$ cat src/rtl/despertador_entradas_pkg.sv
// Shared constants for the alarm-clock input PIO: register map, input bit
// positions and the debounce state encoding.
package despertador_entradas_pkg;

    localparam int NUM_ENTRADAS = 5;

    // Bit positions of each input inside DATA, RAW and EDGE_CAPTURE
    localparam int BIT_HORA    = 0;
    localparam int BIT_MIN     = 1;
    localparam int BIT_APAGAR  = 2;
    localparam int BIT_INICIO  = 3;
    localparam int BIT_MODO    = 4;

    // Buttons only report presses; switches report both directions
    localparam logic [NUM_ENTRADAS-1:0] PRESS_ONLY_MASK = 5'b00111;

    // Avalon-MM register indices
    localparam logic [1:0] ADDR_DATA         = 2'd0;
    localparam logic [1:0] ADDR_IRQ_MASK     = 2'd1;
    localparam logic [1:0] ADDR_EDGE_CAPTURE = 2'd2;
    localparam logic [1:0] ADDR_RAW          = 2'd3;

    typedef enum logic {
        DB_STABLE   = 1'b0,
        DB_COUNTING = 1'b1
    } debounce_state_e;

    // Places a per-input vector in the low bits of a 32-bit bus word
    function automatic logic [31:0] zeroExtend(input logic [NUM_ENTRADAS-1:0] v);
        return {{(32-NUM_ENTRADAS){1'b0}}, v};
    endfunction

endpackage

$ cat src/rtl/entrada_antirrebote.sv
// One input channel: 2-FF synchronizer, debounce FSM and press/release
// pulses. The input is already active-high (buttons inverted by the caller).
// An input found active right after reset is adopted silently, without
// producing an edge pulse. DEBOUNCE_CYCLES must be at least 2.
module entrada_antirrebote
    import despertador_entradas_pkg::*;
#(
    parameter int DEBOUNCE_CYCLES = 500000
)(
    input  logic clk,
    input  logic reset,
    input  logic level_i,
    output logic raw_o,
    output logic level_o,
    output logic rise_o,
    output logic fall_o
);

    localparam int CNT_W = (DEBOUNCE_CYCLES > 2) ? $clog2(DEBOUNCE_CYCLES) : 1;
    // The level is accepted on the cycle the counter would reach DEBOUNCE_CYCLES-1
    localparam logic [CNT_W-1:0] CNT_LAST = CNT_W'(DEBOUNCE_CYCLES - 2);

    logic [1:0]       sync_q;
    debounce_state_e  state_q, state_d;
    logic [CNT_W-1:0] cnt_q, cnt_d;
    logic             level_q, level_d;
    logic [1:0]       warm_q, warm_d;
    logic             primed_q, primed_d;
    logic             update;

    // Two-stage synchronizer for the asynchronous input
    always_ff @(posedge clk or negedge reset) begin
        if (!reset) begin
            sync_q <= 2'b00;
        end else begin
            sync_q <= {sync_q[0], level_i};
        end
    end

    // Debounce next-state: count while the input disagrees, accept at the limit
    always_comb begin
        state_d = state_q;
        cnt_d   = cnt_q;
        level_d = level_q;
        update  = 1'b0;
        case (state_q)
            DB_STABLE: begin
                if (sync_q[1] != level_q) begin
                    state_d = DB_COUNTING;
                end
            end
            DB_COUNTING: begin
                if (sync_q[1] == level_q) begin
                    state_d = DB_STABLE;
                    cnt_d   = '0;
                end else if (cnt_q == CNT_LAST) begin
                    state_d = DB_STABLE;
                    cnt_d   = '0;
                    level_d = sync_q[1];
                    update  = 1'b1;
                end else begin
                    cnt_d = cnt_q + 1'b1;
                end
            end
            default: begin
                state_d = DB_STABLE;
                cnt_d   = '0;
            end
        endcase
    end

    // Edge reporting is armed once the synchronizer holds a post-reset sample
    always_comb begin
        warm_d   = (warm_q == 2'd2) ? warm_q : warm_q + 2'd1;
        primed_d = primed_q | update |
                   ((warm_q == 2'd2) && (state_q == DB_STABLE) && (sync_q[1] == level_q));
    end

    // Debounce state, counter, accepted level and arming flag
    always_ff @(posedge clk or negedge reset) begin
        if (!reset) begin
            state_q  <= DB_STABLE;
            cnt_q    <= '0;
            level_q  <= 1'b0;
            warm_q   <= 2'd0;
            primed_q <= 1'b0;
        end else begin
            state_q  <= state_d;
            cnt_q    <= cnt_d;
            level_q  <= level_d;
            warm_q   <= warm_d;
            primed_q <= primed_d;
        end
    end

    assign raw_o   = sync_q[1];
    assign level_o = level_q;
    assign rise_o  = update & level_d & primed_q;
    assign fall_o  = update & ~level_d & primed_q;

endmodule

$ cat src/rtl/despertador_entradas_pio.sv
// Avalon-MM input PIO for the alarm clock: three buttons and two switches,
// debounced, with edge capture, interrupt mask and a level interrupt.
// Optional feature: define ENTRADAS_AUTOREPEAT_EN to re-trigger the hour and
// minute buttons while they are held.
module despertador_entradas_pio
    import despertador_entradas_pkg::*;
#(
    parameter int DEBOUNCE_CYCLES = 500000,
    parameter int REPEAT_DELAY    = 25000000,
    parameter int REPEAT_PERIOD   = 10000000
)(
    input  logic        clk,
    input  logic        reset,
    input  logic        btnhora,
    input  logic        btnmin,
    input  logic        btnapagar,
    input  logic        swinicio,
    input  logic        swmodo,
    input  logic        chipselect,
    input  logic [1:0]  address,
    input  logic        read,
    input  logic        write,
    input  logic [31:0] writedata,
    output logic [31:0] readdata,
    output logic        irq
);

    logic [NUM_ENTRADAS-1:0] entradasIn;
    logic [NUM_ENTRADAS-1:0] raw;
    logic [NUM_ENTRADAS-1:0] level;
    logic [NUM_ENTRADAS-1:0] rise;
    logic [NUM_ENTRADAS-1:0] fall;
    logic [NUM_ENTRADAS-1:0] repeatSet;
    logic [NUM_ENTRADAS-1:0] edgeSet;
    logic [NUM_ENTRADAS-1:0] clearBits;
    logic [NUM_ENTRADAS-1:0] irqMask_q, irqMask_d;
    logic [NUM_ENTRADAS-1:0] capture_q, capture_d;
    logic [31:0]             readdata_q, readdata_d;
    logic                    irq_q, irq_d;
    logic                    wrEn;
    logic                    rdEn;
    logic                    unused_ok;

    // Map pins onto the input vector; buttons become 1 when pressed
    always_comb begin
        entradasIn             = '0;
        entradasIn[BIT_HORA]   = ~btnhora;
        entradasIn[BIT_MIN]    = ~btnmin;
        entradasIn[BIT_APAGAR] = ~btnapagar;
        entradasIn[BIT_INICIO] = swinicio;
        entradasIn[BIT_MODO]   = swmodo;
    end

    for (genvar i = 0; i < NUM_ENTRADAS; i++) begin : g_entrada
        entrada_antirrebote #(
            .DEBOUNCE_CYCLES(DEBOUNCE_CYCLES)
        ) u_antirrebote (
            .clk    (clk),
            .reset  (reset),
            .level_i(entradasIn[i]),
            .raw_o  (raw[i]),
            .level_o(level[i]),
            .rise_o (rise[i]),
            .fall_o (fall[i])
        );
    end

`ifdef ENTRADAS_AUTOREPEAT_EN
    localparam int REPEAT_BITS = 2;
    localparam int REP_MAX     = (REPEAT_DELAY > REPEAT_PERIOD) ? REPEAT_DELAY : REPEAT_PERIOD;
    localparam int REP_W       = $clog2(REP_MAX + 1);

    logic [REP_W-1:0]       repCnt_q [REPEAT_BITS];
    logic [REP_W-1:0]       repCnt_d [REPEAT_BITS];
    logic [REPEAT_BITS-1:0] repFirst_q, repFirst_d;
    logic [REPEAT_BITS-1:0] repFire;

    // Hold timers for hour/minute: first repeat after REPEAT_DELAY, then every REPEAT_PERIOD
    always_comb begin
        repFirst_d = repFirst_q;
        repFire    = '0;
        for (int i = 0; i < REPEAT_BITS; i++) begin
            repCnt_d[i] = repCnt_q[i];
            if (!level[i]) begin
                repCnt_d[i]   = '0;
                repFirst_d[i] = 1'b0;
            end else if ((!repFirst_q[i] && repCnt_q[i] == REP_W'(REPEAT_DELAY - 1)) ||
                         ( repFirst_q[i] && repCnt_q[i] == REP_W'(REPEAT_PERIOD - 1))) begin
                repFire[i]    = 1'b1;
                repCnt_d[i]   = '0;
                repFirst_d[i] = 1'b1;
            end else begin
                repCnt_d[i] = repCnt_q[i] + 1'b1;
            end
        end
    end

    // Auto-repeat timer registers
    always_ff @(posedge clk or negedge reset) begin
        if (!reset) begin
            for (int i = 0; i < REPEAT_BITS; i++) begin
                repCnt_q[i] <= '0;
            end
            repFirst_q <= '0;
        end else begin
            for (int i = 0; i < REPEAT_BITS; i++) begin
                repCnt_q[i] <= repCnt_d[i];
            end
            repFirst_q <= repFirst_d;
        end
    end

    assign repeatSet = {{(NUM_ENTRADAS-REPEAT_BITS){1'b0}}, repFire};
    assign unused_ok = &{1'b0, writedata[31:NUM_ENTRADAS]};
`else
    assign repeatSet = '0;
    assign unused_ok = &{1'b0, writedata[31:NUM_ENTRADAS], REPEAT_DELAY[0], REPEAT_PERIOD[0]};
`endif

    assign wrEn = chipselect & write;
    assign rdEn = chipselect & read;

    // Register file next-state: new edges win over a simultaneous write-1-clear
    always_comb begin
        edgeSet   = (rise & PRESS_ONLY_MASK) | ((rise | fall) & ~PRESS_ONLY_MASK) | repeatSet;
        clearBits = (wrEn && address == ADDR_EDGE_CAPTURE) ? writedata[NUM_ENTRADAS-1:0] : '0;
        capture_d = (capture_q & ~clearBits) | edgeSet;
        irqMask_d = (wrEn && address == ADDR_IRQ_MASK) ? writedata[NUM_ENTRADAS-1:0] : irqMask_q;
        irq_d     = |(capture_q & irqMask_q);
        readdata_d = readdata_q;
        if (rdEn) begin
            case (address)
                ADDR_DATA:         readdata_d = zeroExtend(level);
                ADDR_IRQ_MASK:     readdata_d = zeroExtend(irqMask_q);
                ADDR_EDGE_CAPTURE: readdata_d = zeroExtend(capture_q);
                ADDR_RAW:          readdata_d = zeroExtend(raw);
                default:           readdata_d = '0;
            endcase
        end
    end

    // Bus-visible registers and the interrupt output
    always_ff @(posedge clk or negedge reset) begin
        if (!reset) begin
            irqMask_q  <= '0;
            capture_q  <= '0;
            readdata_q <= '0;
            irq_q      <= 1'b0;
        end else begin
            irqMask_q  <= irqMask_d;
            capture_q  <= capture_d;
            readdata_q <= readdata_d;
            irq_q      <= irq_d;
        end
    end

    assign readdata = readdata_q;
    assign irq      = irq_q;

endmodule

$ cat config.mk
export PLATFORM = sky130hd
export DESIGN_NAME = despertador_entradas_pio
export DESIGN_NICKNAME = d
export VERILOG_FILES = /design/src/rtl/despertador_entradas_pkg.sv /design/src/rtl/entrada_antirrebote.sv /design/src/rtl/despertador_entradas_pio.sv
export SDC_FILE = /design/constraint.sdc
export NUM_CORES = 1
export LEC_CHECK = 0
export CAP_MARGIN = 20
export CORE_MARGIN = 4
export CORE_UTILIZATION = 62
export DETAILED_ROUTE_END_ITERATION = 12
export PLACE_DENSITY = 0.95
export SETUP_SLACK_MARGIN = 0.3
export SLEW_MARGIN = 30
export SYNTH_ARGS = -nofsm -noshare
export SYNTH_HDL_FRONTEND = slang
export SYNTH_SLANG_ARGS = --single-unit
$ cat constraint.sdc
create_clock -name clk -period 3.13 [get_ports clk]
set_input_delay 0.313 -clock clk [delete_from_list [all_inputs] [get_ports clk]]
set_output_delay 0.313 -clock clk [all_outputs]
set_load 0.01 [all_outputs]
---- Yosys cells after proc, flatten, opt, wreduce, memory -nomap -nowiden ----
Cells that the tools add are included.
operators by class
  $add $sub $neg .......................... 10
  equality and inequality tests ........... 23
  reduce and logical (&&, ||, !) cells .... 14
  multiplexer cells ....................... 62
  bitwise gates (word level) .............. 51
operators by type and width
  cell                   count
  $mux 19                10
  $pmux 32 s4            1
  $add 19x1->19 const B  5
  $eq 19x19->1 const B   5
  $mux 1                 45
  $and 1x1->1            22
  $eq 2x2->1 const B     7
  $not 1->1              13
  $logic_and 1x1->1      12
  $add 2x1->2 const B    5
  $and 5x5->5            2
  $or 1x1->1             10
  $or 5x5->5             2
  $pmux 1 s2             5
  $eq 1x1->1             5
  $mux 5                 1
  $ne 1x1->1             5
  $not 5->5              1
  $or 3x5->5             1
  $reduce_or 5->1        1
  $eq 2x1->1 const B     1
  $logic_not 2->1        1
word-level totals
  register bits ........................... 173
  logic and storage cells ................. 194
  output and inout port bits .............. 33

---- Depth between registers and ports, before layout ----
Gate-level depths: netlist (run 1).
  word-level depth ........................ 10
  mapped depth ............................ 8

---- Modules after synthesis ----
A second synthesis (run 1) with hierarchy kept.
unflattened totals
  cells, all modules ...................... 807
  area, all modules ....................... 8144.1 um^2
modules (own cells, without submodules)
  module                                                area an instance (um^2)  cells an instance  seq. area each (um^2)  instances
  entrada_antirrebote (g_entrada[0].u_antirrebote ...)  1420.1                   144                650.6                  4
  entrada_antirrebote (g_entrada[1].u_antirrebote)      1505.2                   152                650.6                  1
  despertador_entradas_pio                              958.4                    79                 400.4                  1

---- Least setup slack after synthesis (run 1) ----
No wires, ideal clock.
  path kind ............................... reg-to-reg
  from .................................... register g_entrada[1].u_antirrebote.cnt_q[0]
  to ...................................... register g_entrada[1].u_antirrebote.level_q
  arrival time ............................ 2.000 ns
  path buffers ............................ 0
  stages on the path, launching flop included .. 8
  path slack .............................. 1.005 ns
  period minus slack after synthesis ...... 2.125 ns
  data required time ...................... 3.005 ns
  setup time .............................. 0.125 ns
  cells stage by stage .................... dfrtp_1 > inv_1 > ha_1 > or4b_1 > or4_4 > nor2_2 > nand2_2 > mux2_4
between the ends
  cells in the longest elaborated chain, start to end .. 4
RTL lines
  element                                 RTL line                   source
  from (decl)                             entrada_antirrebote.sv:25  logic [CNT_W-1:0] cnt_q, cnt_d;
  from (signal assigned)                  entrada_antirrebote.sv:89  cnt_q <= cnt_d;
  $eq 19x19->1                            entrada_antirrebote.sv:56  end else if (cnt_q == CNT_LAST) begin
  $mux 1                                  entrada_antirrebote.sv:56
  $mux 1                                  entrada_antirrebote.sv:53  if (sync_q[1] == level_q) begin
  $mux 1                                  entrada_antirrebote.sv:46  case (state_q)
  net g_entrada[1].u_antirrebote.level_d  entrada_antirrebote.sv:26  logic level_q, level_d;
  to (signal assigned)                    entrada_antirrebote.sv:90  level_q <= level_d;
  to (decl)                               entrada_antirrebote.sv:26
The timed path passes the listed nets, and every way through them passes these cells.
A chain may end at the register's enable or synchronous reset.

---- Final worst setup path (run 1) ----
  from .................................... register g_entrada[0].u_antirrebote.cnt_q[12]
  to ...................................... register g_entrada[0].u_antirrebote.cnt_q[9]
between the ends
  cells in the longest elaborated chain, start to end .. 3
RTL lines
  element                 RTL line
  from (decl)             entrada_antirrebote.sv:25
  from (signal assigned)  entrada_antirrebote.sv:89
  $eq 19x19->1            entrada_antirrebote.sv:56
  $mux 19                 entrada_antirrebote.sv:56
  $mux 19                 entrada_antirrebote.sv:53
No other way between the ends.

==> results of run 1 <==
placed cells by master (no fill, tap or decap), types with 21 or more instances in the layout:
cell type	count
conb_1	27
inv_1	24
xnor2_1	22
nand2_1	63
xor2_1	39
clkdlybuf4s50_1	21
nand3_1	47
nand4_1	27
nor2_1	75
dfrtp_1	146
o21ai_0	30
final timing paths:
kind | start | endpoint | slack (ns)
hold / removal | swinicio | g_entrada[3].u_antirrebote.sync_q[0]$_DFF_PN0_ | 0.31
max in group asynchronous | reset | g_entrada[3].u_antirrebote.cnt_q[12]$_DFFE_PN0P_ | 1.96
min in group asynchronous | reset | g_entrada[2].u_antirrebote.cnt_q[16]$_DFFE_PN0P_ | 0.45
setup reg to reg | g_entrada[0].u_antirrebote.cnt_q[12]$_DFFE_PN0P_ | g_entrada[0].u_antirrebote.cnt_q[9]$_DFFE_PN0P_ | 0.64
setup / recovery | g_entrada[0].u_antirrebote.cnt_q[12]$_DFFE_PN0P_ | g_entrada[0].u_antirrebote.cnt_q[9]$_DFFE_PN0P_ | 0.64
hold reg to reg | g_entrada[2].u_antirrebote.sync_q[0]$_DFF_PN0_ | g_entrada[2].u_antirrebote.sync_q[1]$_DFF_PN0_ | 0.35
cells in the mapped netlist, drive strengths merged, types with 2 or more instances:
cell type,instances
a21boi,3
clkbuf,10
a22o,2
mux2i,5
nand3,47
nor3b,7
and3,16
nand4,27
nor3,12
xor2,39
a31oi,4
nor4,13
and4,7
nor2b,3
inv,24
and2,7
xnor2,22
a21oi,5
or4b,2
o21ai,32
o31ai,10
nand4b,3
a21o,7
or4,2
buf,31
o311ai,11
o2bb2ai,10
nand3b,4
or2,3
mux4,5
or3,6
nor2,77
a211o,3
nand2b,12
o21a,3
mux2,17
ha,15
nor4b,4
clkinv,2
and4b,3
nand2,65
dfrtp,146
final cells by class:
type                       count  share of cell area (%)
clock inverter                14                    2.50
sequential                   146                    43.4
tap                          143                    2.12
timing repair buffer          28                    3.34
clock buffer                  18                    5.22
inverter                      26                    1.16
multi-input combinational    548                    42.3
logic make-up after synthesis:
logic type,synth area share [%]
and+or+nand+nor,22.4
AOI/OAI and AO/OA,9.33
xor gates and xnor gates,7.15
DFF,48.9
muxes,4.79
other,0.0502
adders and majority gates,2.51
buffers and inverters,4.82
state kept, by name, summed over array words and instances, names as in the netlist, 3 cells and up, named ones only:
signal	count
g_entrada.u_antirrebote.primed_q	5
g_entrada.u_antirrebote.state_q	5
g_entrada.u_antirrebote.cnt_q	95
readdata	5
g_entrada.u_antirrebote.sync_q	10
irqMask_q	5
g_entrada.u_antirrebote.warm_q	10
g_entrada.u_antirrebote.level_o	3
capture_q	5
worst register-to-register path: stages (launching register included):
cell and delay, ns:
dfrtp_1 0.44, nor4_1 0.35, nand2_1 0.12, o31ai_1 0.58, and2_0 0.71, nor2_1 0.15
layer usage:
layer / up-vias / track usage, % / share of wire [%]
li1: 2640 / - / -
met1: 2906 / 29.7 / 39
met2: 198 / 45.7 / 53
met3: 46 / 6.34 / 4.9
met4: 0 / 11.6 / 3.0
met5: - / 0 / 0
metrics by stage:
stage	power [mW]	setup slack (ns)	utilization, %
final	4.61	0.636	72.5
after global routing	4.75	0.515	72.5
after CTS	4.62	0.707	72.5
after detailed placement	2.39	0.767	66.8
after global placement	2.37	0.890	66.8
after floorplan	2.26	1.01	-
where the power goes:
| group | switching [mW] | leakage (nW) | internal (mW) |
|---|---|---|---|
| logic | 0.181 | 1.47 | 0.148 |
| registers | 0.0871 | 1.92 | 1.96 |
| clock network | 0.802 | 0.312 | 1.43 |
| total | 1.07 | 3.70 | 3.54 |
==> impl_metrics.yaml, run 1 <==
routing:
  vias: 5790
  wl_per_cell_um: 18.6
  dr.first_iter.drc_count: 728
  drtAntennaViolNets: 0
  vias_per_cell: 6.27
  first_pass_iters: 5
  drc_errors: 0
  wl_mm: 17.2
clock_network:
  ctsResizeCount: 0
  cts_hold_buf: 1
  numCtsBuffers: 17
  cts_tree: "done"
  cts.path.max_buffers: 2
  htreeDepth: 4
  cts-root-buf: "clkbuf_16"
  path_clk_slew_ns: 0.06
  cts.sinks: 146
  clock_latency_ns: 0.43
  postCtsSetupBuffers: 0
synthesis:
  synth_top_area_share_pct: 48.9
  synthArstFlopShare_pct: 100
  synth-seq-cells: 146
  synth_cells: 735
  seq_area_frac_synth_pct: 48.9
  synth_top_area_cell: "dfrtp_1"
  ys_warn_count: 0
  synth_area_leaders: "dfrtp_1, xor2_1, nor2_1, nand2_1, nand3_1"
  synth-edff-count: 0
  ys_types: 62
  synthFlopType: "dfrtp_1"
  syn_avg_cell_area_um2: 10.2
  synth_area_mm2: 0.00747
setup_path:
  crit_fanout: 14
  path_cells: "nor4_1 -> nand2_1 -> o31ai_1 -> and2_0 -> nor2_1"
  setup.worst_path.class: "reg -> reg"
  cp.arrival_ns: 2.77
  required_ns: 3.41
  crit_path_top_delay_cell: "and2_0"
  crit_buf_inv: 0
  crit_family: "simple AND/OR/NAND/NOR gates"
  rr_worst_depth: 5
  cp.depth: 5
  slowest_delay_ns: 0.71
  cp-end-kind: "register"
  start_kind: "register"
worst_hold_path:
  whs_path_depth: 1
  hold_path_class: "in -> reg"
sta:
  rsz0062_at_grt: "false"
  slew-limit-headroom_pct: 43.0
  whs_ns: 0.315
  setup_viol: 0
  finalClockSkew_ns: 0.00737
  tightest_slew_ns: 0.846
  hold_violations: 0
  min_period_over_period_pct: 79.7
  slew_viol_final: 0
  fin_crit_ns: 2.49
  fin_setup_tns_ns: 0
  clock.fmax_mhz: 401
place:
  globalplace.congestion: 0.907
  dp_cells: 890
  io_buffers: 22
  dp.final_hpwl_mm: 11.1
  placed_cell_area_mm2: 0.00775
global_routing:
  grt_max_degree: 71
  antenna_found_initial: 0
  grt_use_total_pct: 25.9
  grt_pass1_vias: 5989
  grt_overflow: 0
  grt_pass1_wl_mm: 28.8
floorplanning:
  dieWidth_um: 118
  io_pins: 77
  die_h_um: 118
  die_area_mm2: 0.0139
  rows: 39
  initial_core_util_pct: 64.3
  core_area_mm2: 0.0116
finish:
  num_antenna_cells: 0
  multi_input_area_mm2: 0.00356
  fillerInstances: 745
  layout-drive-gt1-share_pct: 9.23
  nNetsFinal: 826
  seq_area_mm2: 0.00365
  stdcell_area_mm2: 0.00842
  instances_no_fill: 923
  area_growth_syn_to_layout_pct: 12.7
run_status:
  status: "complete, no violations"
power:
  irDropWorstVdd_v: 0.000483
  powerDensity_mw_per_mm2: 547
  p_leak_nw: 3.70
run:
  maxCapViolCount: 0
Power figures use the tool's default switching activity.
==> run 2, diff against run 1 <==
CORE_UTILIZATION = 57   (was 62)
PLACE_DENSITY = 0.9   (was 0.95)
clock period = 2.6 ns   (was 3.13 ns; I/O delays follow)
==> run 2 against run 1 <==
Against the previous run: register-to-register slack got worse by 0.28 ns; via count down 1.7%; first-iteration DRC count down 19%; fmax grew 11%; core utilization decreased by 5.0 points; hold slack worse by 0.029 ns; clock power rose by 28%; critical path depth is 2 higher; critical endpoint is now g_entrada[1].u_antirrebote.cnt_q[7]$_DFFE_PN0P_; largest cell class unchanged.
==> impl_metrics.yaml, run 2 (same netlist as run 1, synthesis figures left out) <==
run_status:
  status: "complete, no violations"
finish:
  layout_commonest_cell: "dfrtp_1"
  largest_reg_flops: 95
  nNetsFinal: 837
  top_register: "g_entrada.u_antirrebote.cnt_q"
  stdcell_area_mm2: 0.00859
  fillerInstances: 924
  area_growth_syn_to_layout_pct: 14.9
  num_antenna_cells: 0
  final_cell_mix: "dfrtp_1, nor2_1, nand2_1, nand3_1, xor2_1"
  layout-drive-gt1-share_pct: 10.6
  reg.largest.list: "g_entrada.u_antirrebote.cnt_q x95, g_entrada.u_antirrebote.sync_q x10, g_entrada.u_antirrebote.warm_q x10"
floorplanning:
  die_h_um: 122
  die_area_mm2: 0.0150
  dieWidth_um: 122
  rows: 41
  initial_core_util_pct: 58.7
  io_pins: 77
  core_area_mm2: 0.0127
sta:
  tightest_slew_ns: 0.980
  hold_violations: 0
  finalClockSkew_ns: 0.00930
  slew_viol_final: 0
  whs_ns: 0.286
  fin_setup_tns_ns: 0
  rsz0062_at_grt: "false"
  min_period_over_period_pct: 86.4
  fin_crit_ns: 2.25
  slew-limit-headroom_pct: 34.0
  setup_viol: 0
  clock.fmax_mhz: 445
setup_path:
  crit_fanout: 8
  slowest_delay_ns: 0.54
  path_cells: "inv_2 -> ha_1 -> or4b_1 -> or4_4 -> o21a_4 -> nand2_4 -> o311ai_1"
  crit_family: "simple AND/OR/NAND/NOR gates"
  required_ns: 2.89
  setup.worst_path.class: "reg -> reg"
  start_kind: "register"
  cp.depth: 7
  ff2ff_setup_slack_ns: 0.35
  crit_buf_inv: 1
  rr_worst_depth: 7
  crit_path_top_delay_cell: "or4_4"
  cp-end-kind: "register"
  cp.arrival_ns: 2.53
global_routing:
  grt_pass1_wl_mm: 26.2
  antenna_found_initial: 0
  grt_use_total_pct: 22.0
  grt_max_degree: 64
  grt_overflow: 0
  grt_pass1_vias: 5558
power:
  irDropWorstVdd_v: 0.000506
  powerDensity_mw_per_mm2: 665
  p_leak_nw: 3.78
clock_network:
  numCtsBuffers: 17
  cts.sinks: 146
  htreeDepth: 4
  clock_latency_ns: 0.42
  path_clk_slew_ns: 0.06
  cts.path.max_buffers: 2
  cts-root-buf: "clkbuf_16"
  cts_tree: "done"
routing:
  wl_per_cell_um: 16.5
  drtAntennaViolNets: 0
  dr.first_iter.drc_count: 588
  wl_mm: 15.9
  first_pass_iters: 5
  drc_errors: 0
  vias: 5694
  vias_per_cell: 5.91
place:
  globalplace.congestion: 0.842
  io_buffers: 22
  dp.final_hpwl_mm: 10.5
  placed_cell_area_mm2: 0.00787
worst_hold_path:
  whs_path_depth: 1
  hold_path_class: "in -> reg"
run:
  maxCapViolCount: 0
run 2: routing by layer:
metal / GRT usage (%) / part of all wire (%) / vias to the layer above
met4: 9.59 / 2.7 / 0
met1: 27.9 / 42 / 2780
met5: 0 / 0 / -
li1: - / - / 2656
met2: 36.5 / 50 / 214
met3: 4.98 / 5.1 / 44
run 2: final timing paths:
kind | startpoint | endpoint
worst min register to register | g_entrada[4].u_antirrebote.sync_q[0]$_DFF_PN0_ | g_entrada[4].u_antirrebote.sync_q[1]$_DFF_PN0_
worst max register to register | g_entrada[1].u_antirrebote.cnt_q[0]$_DFFE_PN0P_ | g_entrada[1].u_antirrebote.cnt_q[7]$_DFFE_PN0P_
worst min-delay path | swinicio | g_entrada[3].u_antirrebote.sync_q[0]$_DFF_PN0_
worst max-delay path | g_entrada[1].u_antirrebote.cnt_q[0]$_DFFE_PN0P_ | g_entrada[1].u_antirrebote.cnt_q[7]$_DFFE_PN0P_
min in group asynchronous | reset | g_entrada[0].u_antirrebote.cnt_q[15]$_DFFE_PN0P_
max in group asynchronous | reset | g_entrada[3].u_antirrebote.cnt_q[8]$_DFFE_PN0P_
run 2: worst reg2reg max path, cell delays in order, from the launching register on:
cell and delay (ns):
dfrtp_1 0.39, inv_2 0.07, ha_1 0.15, or4b_1 0.43, or4_4 0.54, o21a_4 0.29, nand2_4 0.13, o311ai_1 0.12
run 2: where the power goes:
part           internal (mW)  switching [mW]  total (mW)
registers               2.36          0.0928        2.45
logic                  0.188           0.222       0.410
clock network           1.88           0.966        2.85
run 2: metrics by stage:
stage	setup WS, ns	util [%]	power (mW)	cells
after detailed placement	0.338	61.8	2.89	929
final	0.354	67.5	5.71	963
after global placement	0.409	61.8	2.87	929
after CTS	0.317	67.4	5.74	962
after global routing	0.301	67.5	5.90	963
after floorplan	0.475	-	2.72	761
run 2: cell type report:
| cell class | count | area, um2 | area share, % |
|---|---|---|---|
| Inverter | 26 | 97.6 | 1.14 |
| Clock buffer | 20 | 467 | 5.44 |
| Multi-Input combinational cell | 548 | 3560 | 41.5 |
| Sequential cell | 146 | 3650 | 42.6 |
| Timing Repair Buffer | 39 | 364 | 4.24 |
| Clock inverter | 12 | 226 | 2.64 |
| Tap cell | 172 | 215 | 2.51 |
run 2: repair_timing:
item / CTS / global route
hold buffers: 1 / 0
hold endpoints to repair: 60 / 0
gates resized for setup: 0 / 3
setup endpoints to repair: 0 / 12
setup buffers: 0 / 1
==> run 3, diff against run 2 <==
CELL_PAD_IN_SITES_DETAIL_PLACEMENT = 2   (was default)
CELL_PAD_IN_SITES_GLOBAL_PLACEMENT = 2   (was default)
CORE_UTILIZATION = 37   (was 57)
==> run 3 against run 2 <==
Against the previous run: die area rose by 50%; clock skew grew 0.0012 ns; via count increased by 5.2%; sequential power about the same; combinational power rose by 15%; non-clock buffer count grew 11; critical path type unchanged.
==> impl_metrics.yaml, run 3 (same netlist as run 1, synthesis figures left out) <==
run_status:
  status: "complete, no violations"
sta:
  rsz0062_at_grt: "true"
  setup_slack_ns: 0.311
  hold_violations: 0
  slew_viol_final: 0
  tightest_slew_ns: 0.651
  setup_viol: 0
  fin_crit_ns: 2.29
  finalClockSkew_ns: 0.0105
  clock.fmax_mhz: 437
  whs_ns: 0.267
  fin_setup_tns_ns: 0
  slew-limit-headroom_pct: 56.2
  min_period_over_period_pct: 88.0
routing:
  drc_errors: 0
  wl_mm: 23.7
  drtAntennaViolNets: 0
  dr.first_iter.drc_count: 268
  vias: 5989
  vias_per_cell: 5.61
  wl_per_cell_um: 22.2
  first_pass_iters: 4
floorplanning:
  io_pins: 77
  rows: 51
  die_h_um: 150
  core_area_mm2: 0.0197
  initial_core_util_pct: 38.0
  dieWidth_um: 150
  die_area_mm2: 0.0225
clock_network:
  numCtsBuffers: 17
  cts.path.max_buffers: 2
  cts_tree: "done"
  cts-root-buf: "clkbuf_16"
  path_clk_slew_ns: 0.06
  cts.sinks: 146
  clock_latency_ns: 0.44
  htreeDepth: 4
finish:
  num_antenna_cells: 0
  nNetsFinal: 849
  area_growth_syn_to_layout_pct: 18.4
  stdcell_area_mm2: 0.00884
  fillerInstances: 2064
  layout_commonest_cell: "dfrtp_1"
  reg.largest.list: "g_entrada.u_antirrebote.cnt_q x95, g_entrada.u_antirrebote.sync_q x10, g_entrada.u_antirrebote.warm_q x10"
  top_register: "g_entrada.u_antirrebote.cnt_q"
  largest_reg_flops: 95
  layout-drive-gt1-share_pct: 13.5
  final_cell_mix: "dfrtp_1, nor2_1, nand2_1, nand3_1, xor2_1"
setup_path:
  cp.depth: 7
  ff2ff_setup_slack_ns: 0.31
  cp.arrival_ns: 2.61
  slowest_delay_ns: 0.55
  cp-end-kind: "register"
  r2r_start: "g_entrada[1].u_antirrebote.cnt_q[0]$_DFFE_PN0P_"
  crit_buf_inv: 1
  crit_path_top_delay_cell: "or4_4"
  crit_family: "simple AND/OR/NAND/NOR gates"
  cp-endpoint: "g_entrada[1].u_antirrebote.cnt_q[11]$_DFFE_PN0P_"
  start_kind: "register"
  rr_endpoint: "g_entrada[1].u_antirrebote.cnt_q[11]$_DFFE_PN0P_"
  path_cells: "inv_2 -> ha_4 -> or4b_4 -> or4_4 -> o21a_4 -> nor2_8 -> nor2_4"
  rr_worst_depth: 7
  worstSetupStartpoint: "g_entrada[1].u_antirrebote.cnt_q[0]$_DFFE_PN0P_"
  crit_fanout: 7
  required_ns: 2.92
  setup.worst_path.class: "reg -> reg"
global_routing:
  grt_max_degree: 63
  grt_overflow: 0
  grt_use_total_pct: 22.0
  antenna_found_initial: 0
  grt_pass1_vias: 6791
  grt_pass1_wl_mm: 38.5
worst_hold_path:
  hold_start: "swinicio"
  hold_path_class: "in -> reg"
power:
  p_leak_nw: 3.82
  powerDensity_mw_per_mm2: 653
  irDropWorstVdd_v: 0.000407
place:
  pre_cts_slack_ns: 0.297
  dp.final_hpwl_mm: 14.6
  placed_cell_area_mm2: 0.00802
  globalplace.congestion: 0.761
  io_buffers: 22
run:
  maxCapViolCount: 0
-- run 3: area by class of cell --
| class | count | area (um2) | share of cell area [%] |
|---|---|---|---|
| Clock buffer | 22 | 484 | 5.48 |
| Clock inverter | 9 | 176 | 2.00 |
| Inverter | 26 | 97.6 | 1.10 |
| Multi-Input combinational cell | 549 | 3650 | 41.3 |
| Sequential cell | 146 | 3650 | 41.3 |
| Tap cell | 265 | 332 | 3.75 |
| Timing Repair Buffer | 50 | 447 | 5.05 |
-- run 3: power breakdown --
| part | switching (mW) | internal (mW) | total (mW) | leakage [nW] |
|---|---|---|---|---|
| logic | 0.265 | 0.206 | 0.471 | 1.58 |
| registers | 0.112 | 2.36 | 2.47 | 1.92 |
| clock network | 1.03 | 1.80 | 2.83 | 0.322 |
-- run 3: what timing repair did --
item                       4_1_cts  5_1_grt
resized for setup               15        7
hold endpoints to repair        49        0
hold buffers                     1        0
buffers inserted                 6        1
setup endpoints to repair       22       31
cloned                           1        0
pin swaps                       11        6
-- run 3: worst register-to-register path: cells and delay by family (launching register included) --
| kind | cells | cell delay, ns |
|---|---|---|
| adders and majority gates | 1 | 0.13 |
| buffers and inverters | 1 | 0.08 |
| DFF | 1 | 0.39 |
| AOI/OAI and AO/OA | 1 | 0.30 |
| and+or+nand+nor | 4 | 1.28 |
-- run 3: layer usage --
layer / share of wire, % / wire, um / up-vias / GRT usage, %
li1: - / - / 2688 / -
met1: 41 / 9820 / 3145 / 26.3
met2: 53 / 12600 / 111 / 39.0
met3: 2.5 / 603 / 45 / 4.09
met4: 3.0 / 721 / 0 / 8.87
met5: 0 / 0 / - / 0
-- run 3: through the flow --
step | utilization, % | total power [mW] | cells
6_report | 45.0 | 5.77 | 1067
5_1_grt | 45.0 | 5.97 | 1067
4_1_cts | 44.8 | 5.82 | 1066
3_5_place_dp | 40.8 | 2.93 | 1027
3_3_place_gp | 40.8 | 2.89 | 1027
2_1_floorplan | - | 2.72 | 761
-- run 3: how the worst min path moves through the flow --
stage | end | slack, ns | depth (start not counted)
CTS | g_entrada[3].u_antirrebote.sync_q[0]$_DFF_PN0_ | 0.26 | 1
global route | g_entrada[3].u_antirrebote.sync_q[0]$_DFF_PN0_ | 0.25 | 1
detailed placement | g_entrada[0].u_antirrebote.cnt_q[9]$_DFFE_PN0P_ | 0.26 | 1
finish | g_entrada[3].u_antirrebote.sync_q[0]$_DFF_PN0_ | 0.27 | 1
floorplan | asynchronous set/reset pin | -0.04 | 0
global placement | g_entrada[4].u_antirrebote.cnt_q[14]$_DFFE_PN0P_ | 0.26 | 1
